**config.mk**
```make
export PLATFORM = sky130hd
export DESIGN_NAME = inject_loader
export DESIGN_NICKNAME = d
export VERILOG_FILES = /design/src/rtl/inject_loader.sv
export SDC_FILE = /design/constraint.sdc
export NUM_CORES = 1
export LEC_CHECK = 0
export ABC_AREA = 0
export CAP_MARGIN = 20
export CORE_MARGIN = 5
export CORE_UTILIZATION = 30
export DETAILED_ROUTE_END_ITERATION = 10
export PLACE_DENSITY = 0.67
export SETUP_SLACK_MARGIN = 0.5
export SKIP_LAST_GASP = 1
export SLEW_MARGIN = 20
export SYNTH_ARGS = -nofsm -noshare
export SYNTH_HDL_FRONTEND = slang
export SYNTH_SLANG_ARGS = --single-unit
```
**constraint.sdc**
```tcl
create_clock -name clk -period 2.6 [get_ports clk]
set_input_delay 0.39 -clock clk [delete_from_list [all_inputs] [get_ports clk]]
set_output_delay 0.39 -clock clk [all_outputs]
set_load 0.02 [all_outputs]
```
**src/rtl/inject_loader.sv**
```systemverilog
// Input-path sequencer for the systolic array: builds A-row / B-column lines from a
// serial element stream, strobes each into its staggering FIFO, then drains all FIFOs.
module inject_loader #(
    parameter int DIM    = 32,
    parameter int DATA_W = 16,
    parameter int DEPTH  = 64
) (
    input  logic                       clk,
    input  logic                       rst_n,
    input  logic                       start_i,
    input  logic                       in_valid_i,
    output logic                       in_ready_o,
    input  logic [DATA_W-1:0]          in_data_i,
    output logic [0:DIM-1][DATA_W-1:0] line_data_o,
    output logic [DIM-1:0]             row_load_o,
    output logic [DIM-1:0]             col_load_o,
    output logic                       read_en_o,
    output logic                       busy_o,
    output logic                       done_o
);
    localparam int EW = $clog2(DIM);
    localparam int LW = $clog2(2 * DIM);
    localparam int RW = $clog2(DEPTH);

    localparam logic [EW-1:0]  ELEM_LAST = EW'(DIM - 1);
    localparam logic [LW-1:0]  LINE_LAST = LW'(2 * DIM - 1);
    localparam logic [LW-1:0]  LINE_DIM  = LW'(DIM);
    localparam logic [RW-1:0]  RD_LAST   = RW'(DEPTH - 1);
    localparam logic [DIM-1:0] ONE_HOT0  = DIM'(1);

    typedef enum logic [2:0] {
        S_IDLE,
        S_FILL,
        S_LOAD,
        S_STREAM,
        S_DONE
    } state_e;

    state_e                     state_q, state_d;
    logic [EW-1:0]              elem_idx_q, elem_idx_d;
    logic [LW-1:0]              line_idx_q, line_idx_d;
    logic [RW-1:0]              rd_cnt_q, rd_cnt_d;
    logic [0:DIM-1][DATA_W-1:0] line_q, line_d;
    logic [LW-1:0]              col_idx;

    always_ff @(posedge clk or negedge rst_n) begin
        if (!rst_n) begin
            state_q    <= S_IDLE;
            elem_idx_q <= '0;
            line_idx_q <= '0;
            rd_cnt_q   <= '0;
            line_q     <= '0;
        end else begin
            state_q    <= state_d;
            elem_idx_q <= elem_idx_d;
            line_idx_q <= line_idx_d;
            rd_cnt_q   <= rd_cnt_d;
            line_q     <= line_d;
        end
    end

    always_comb begin
        state_d    = state_q;
        elem_idx_d = elem_idx_q;
        line_idx_d = line_idx_q;
        rd_cnt_d   = rd_cnt_q;
        line_d     = line_q;
        unique case (state_q)
            S_IDLE: begin
                if (start_i) begin
                    state_d    = S_FILL;
                    elem_idx_d = '0;
                    line_idx_d = '0;
                end
            end
            S_FILL: begin
                // in_ready is high throughout FILL, so valid alone means a transfer
                if (in_valid_i) begin
                    line_d[elem_idx_q] = in_data_i;
                    if (elem_idx_q == ELEM_LAST) begin
                        elem_idx_d = '0;
                        state_d    = S_LOAD;
                    end else begin
                        elem_idx_d = elem_idx_q + EW'(1);
                    end
                end
            end
            S_LOAD: begin
                if (line_idx_q == LINE_LAST) begin
                    rd_cnt_d = '0;
                    state_d  = S_STREAM;
                end else begin
                    line_idx_d = line_idx_q + LW'(1);
                    state_d    = S_FILL;
                end
            end
            S_STREAM: begin
                if (rd_cnt_q == RD_LAST) begin
                    state_d = S_DONE;
                end else begin
                    rd_cnt_d = rd_cnt_q + RW'(1);
                end
            end
            S_DONE:  state_d = S_IDLE;
            default: state_d = S_IDLE;
        endcase
    end

    assign col_idx = line_idx_q - LINE_DIM;

    // Strobes depend on registered state only, so FIFOs see a glitch-free load pulse
    always_comb begin
        row_load_o = '0;
        col_load_o = '0;
        if (state_q == S_LOAD) begin
            if (line_idx_q < LINE_DIM) begin
                row_load_o = ONE_HOT0 << line_idx_q;
            end else begin
                col_load_o = ONE_HOT0 << col_idx;
            end
        end
    end

    assign in_ready_o  = (state_q == S_FILL);
    assign read_en_o   = (state_q == S_STREAM);
    assign busy_o      = (state_q != S_IDLE);
    assign done_o      = (state_q == S_DONE);
    assign line_data_o = line_q;

endmodule
```
Word-level counts from Yosys, hierarchy flattened
Index checks and enable logic that the tools add are counted.
Cells by class
  equal/unequal tests: 14
  $lt $le $gt $ge: 3
  bitwise logic cells: 1
  $add $sub $neg: 4
  mux-type cells: 23
  shift operators: 2
  reductions and logical operators: 11
Operator list (number)
  $bwmux W512: 1
  $mux W32: 4
  $demux W16 S5: 1
  $shl A1 B6 Y32 const A: 2
  $mux W6: 4
  $pmux W6 S2: 2
  $mux W16: 1
  $mux W5: 3
  $add A6 B1 Y6 const B: 2
  $eq A6 B6 Y1 const B: 2
  $mux W3: 4
  $pmux W3 S4: 1
  $ne A2 B2 Y1 const B: 5
  $pmux W5 S2: 1
  $reduce_and A3 Y1: 3
  $eq A3 B2 Y1 const B: 2
  $ge A6 B6 Y1 const B: 1
  $lt A6 B1 Y1 const B: 1
  $lt A6 B6 Y1 const B: 1
  $not A5 Y6: 1
  $reduce_bool A2 Y1: 3
  $sub A6 B6 Y6 const B: 1
  $add A5 B1 Y5 const B: 1
  $eq A5 B5 Y1 const B: 1
  other kinds (9): 10
Storage, ports and cells
  word-level logic and storage cells: 94
  output and inout bits: 580
  input bits: 20
  flip-flop bits (word level): 532

Longest topological paths before layout
  word-level depth: 6
  depth in mapped cells: 8
  mapped depth without buffers: 6

Worst setup path before layout
OpenSTA, ideal clock, no wires.
  path type: flip-flop to output port
  start point: register state_q[0]
  end point: output row_load_o[24]
  stages on the path, launching flop included: 6
  setup slack: 0.391 ns
  buffers on the path: 1
  required time: 2.210 ns
  arrival: 1.819 ns
  cell sequence: dfrtp_1 > clkbuf_1 > or3b_2 > nor2_1 > nand3_1 > nor2_1
Between the ends
  word-level cells in the longest chain between the ends: 2
Ends and longest elaborated chain
  from (decl): line 39  | state_e state_q, state_d;
  from (signal assigned): line 54  | state_q <= state_d;
  $eq A3 B2 Y1: line 115  | if (state_q == S_LOAD) begin
  $mux W32: line 115
  to (decl): line 15  | output logic [DIM-1:0] row_load_o,
Every way passes these cells.

Final worst setup path
Ends and elaborated chain as after synthesis.

==> metrics <==
row cnt=97; Hold Fails Final Rpt=0; Top FF cell, synth=dfrtp_1; Layout area overhead=50.06%; clk sinks=532; Clock transition at path regs=around 0.060 ns; crit path DAT=roughly 2.1 ns; Final period util=~96%; DR iter-0 viols=between 700 and 800; Cells after DPL=around 2,900; vias per std cell=around 4.7; max cap viols=0; Synth Warn #=0; Clock Skew=roughly 0.02 ns; post-route ant nets=0; routed wl met2=between 30 and 40 mm; status=finished clean; Pleak=~15 nW; Clk pwr share=between 20% and 30%; final wirelength=around 74 mm; crit path max-delay cell type=or3b_4; fin nets=approximately 2,100; grt total ovfl=0; DRT Pass-1 Iters=4; Highest Signal Layer=met4; syn nets=between 1,000 and 1,500; routed vias=roughly 14,000; post-synth top area cell=dfrtp_1; NetSw=11.22 mW; boundary pin count=600; #FFs+latches synth=about 530; post-placement cell area=about 28,000 um2; port bufs=between 500 and 600; share of cells above drive strength 1=43.08%; Worst Path Max Fanout=6; met3 wire length=~5.4 mm; Clock Latency Late Sink=roughly 0.6 ns; fin crit period=around 2.5 ns; most frequent cell after synthesis=dfrtp_1; Post-route DRC=0; hold slack=around 0.37 ns; core area=between 60,000 and 70,000 um2; H-Tree Depth=2; net switching fraction of the power=33.63%; GPL Wtd Cong=approximately 0.77; WP data required=2.21 ns; clk root buf=clkbuf_16; initial antenna violation count=4; initial core utilization=between 30% and 40%; top cells by count, synth=dfrtp_1 (532), mux2_2 (504), nor2_1 (73); Max Slew Vio Count=0; top-area cell type share of the netlist area=a little under two thirds; number of global-route vias before repair=roughly 15,000; post-route design area=approximately 31,000 um2; largest net degree at the start of global routing=77; Worst-Margin Slew=just under 1 ns; width of the die=around 270 um; CTS tree=done; Seq/Total Area, Yosys=around 63%; Power Internal=approximately 22 mW; peak supply drop=756.6 uV; Post-synth EDFFs=0; Worst setup SP type=flip-flop; first-pass GRT wire length=a little over 100 mm; unrepaired setup endpoints after global routing=true; Post-synth ARST share=between 90% and 100%; Unique masters post-synth=48; Worst setup EP type=output port; final setup violation count=0; Comb pwr share=a little under two fifths; slowest stage delay, CP=approximately 0.43 ns; routed metal-1 wire length=slightly above 30 mm; Worst slew margin=between 30 and 40%; antenna diode count=0; fmax=between 400 and 500 MHz; Wirelength per Cell=between 20 and 25 um; cts bufs inserted=57; total power=33.36 mW; final non-filler cell total=slightly above 3,000; Flop pwr share=a little over a third; Netlist Area Pre-Place=approximately 21,000 um2; CTS Buffer Depth=3; Power Dens Cells=1060 nW/um2; crit path cell chain=or3b_4 -> nor2_4 -> buf_6 -> nand3_4 -> buf_12 -> nor2_4 -> buf_6; die span in y=about 270 um; Mapped Avg Cell Area=~15 um2; dpl hpwl=between 40 and 50 mm; Die Footprint=approximately 75,000 um2; Setup CP Type=flip-flop to output port; Hold Crit Class=input pin to flip-flop; main area contributors after synthesis=dfrtp_1 (63%), mux2_2 (27%), nor2_1 (1.3%); Overall Global Routing Usage=around 18%; cells after synthesis=roughly 1,400
## sequential cells by signal, indices dropped and copies added (netlist names)
signal	count
elem_idx_q	5
line_data_o	512
line_idx_q	6
rd_cnt_q	6
state_q	3
## path summary, 6_finish.rpt
kind,end,cells after the start,from,slack (ns)
worst min-delay path,line_data_o[384],2,in_data_i[0],0.37
worst min register to register,line_data_o[222],1,line_data_o[222],0.49
worst max register to register,line_data_o[416],8,state_q[2],0.48
worst max-delay path,row_load_o[24],7,state_q[0],0.11
max in group asynchronous,line_data_o[231],3,rst_n,1.20
min in group asynchronous,line_data_o[172],2,rst_n,0.42
## area by class of cell
type | count | area (um2)
Fill cell | 6231 | 38190
Sequential cell | 532 | 13320
Multi-Input combinational cell | 727 | 7874
Timing Repair Buffer | 703 | 7074
Clock buffer | 89 | 1718
Tap cell | 940 | 1176
Clock inverter | 18 | 252.7
Inverter | 13 | 58.81
## power groups by stage
stage                     Clock, mW  Sequential (mW)  Combinational (mW)
after floorplan                   0             14.9                2.98
after global placement            0             12.2                12.1
after detailed placement          0             12.3                12.2
after CTS                      8.59             12.2                12.5
after global routing           8.92             12.5                13.4
final                          8.39             12.2                12.8
## cells in the final DEF (no fill, tap or decap), types with 15 or more instances in the layout
master / synthesis / final
dfrtp_1: 532 / 526
clkdlybuf4s50_1: 0 / 516
mux2_2: 504 / 431
buf_4: 17 / 112
mux2_4: 0 / 80
clkbuf_16: 0 / 67
nor2_1: 73 / 36
nor2_2: 1 / 24
buf_6: 9 / 23
buf_12: 0 / 20
clkbuf_1: 56 / 16
nor2_4: 1 / 15
clkbuf_8: 0 / 15
buf_2: 15 / 15
## cell families after synthesis
logic type / synth area share [%]
AND/OR/NAND/NOR: 4.307
flip-flops: 63.47
buffers and inverters: 2.774
XOR/XNOR: 0.2923
AO/OA/AOI/OAI: 0.9486
multiplexers: 27.49
adder cells (fa/ha/maj): 0.7158
## worst max-delay path: cells and delay by family, from the launching register on
| kind | cells | cell delay [ns] |
|---|---|---|
| DFF | 1 | 0.38 |
| and+or+nand+nor | 4 | 0.71 |
| buffers and inverters | 3 | 0.40 |
## routing by layer
metal / track usage (%) / up-vias
li1: - / 6123
met1: 22.55 / 7446
met2: 31.01 / 508
met3: 5.163 / 119
met4: 5.509 / 0
met5: 0 / -
## through the flow
stage | utilization, % | TNS, ns | setup WS (ns)
2_1_floorplan | - | 0 | 0.5119
3_3_place_gp | 40.73 | -0.2521 | -0.02150
3_5_place_dp | 40.73 | -0.8637 | -0.05025
4_1_cts | 43.99 | 0 | 0.04961
5_1_grt | 45.18 | 0 | 0.002661
6_report | 45.18 | 0 | 0.1083
## timing repair
action / 4_1_cts / 5_1_grt
gates resized for setup: 406 / 122
buffers inserted: 19 / 15
cloned: 0 / 10
hold buffers: 1 / 0
hold endpoints to repair: 58 / 0
pin swaps: 10 / 11
endpoints found under the setup margin: 350 / 417
Power figures use the tool's default switching activity.
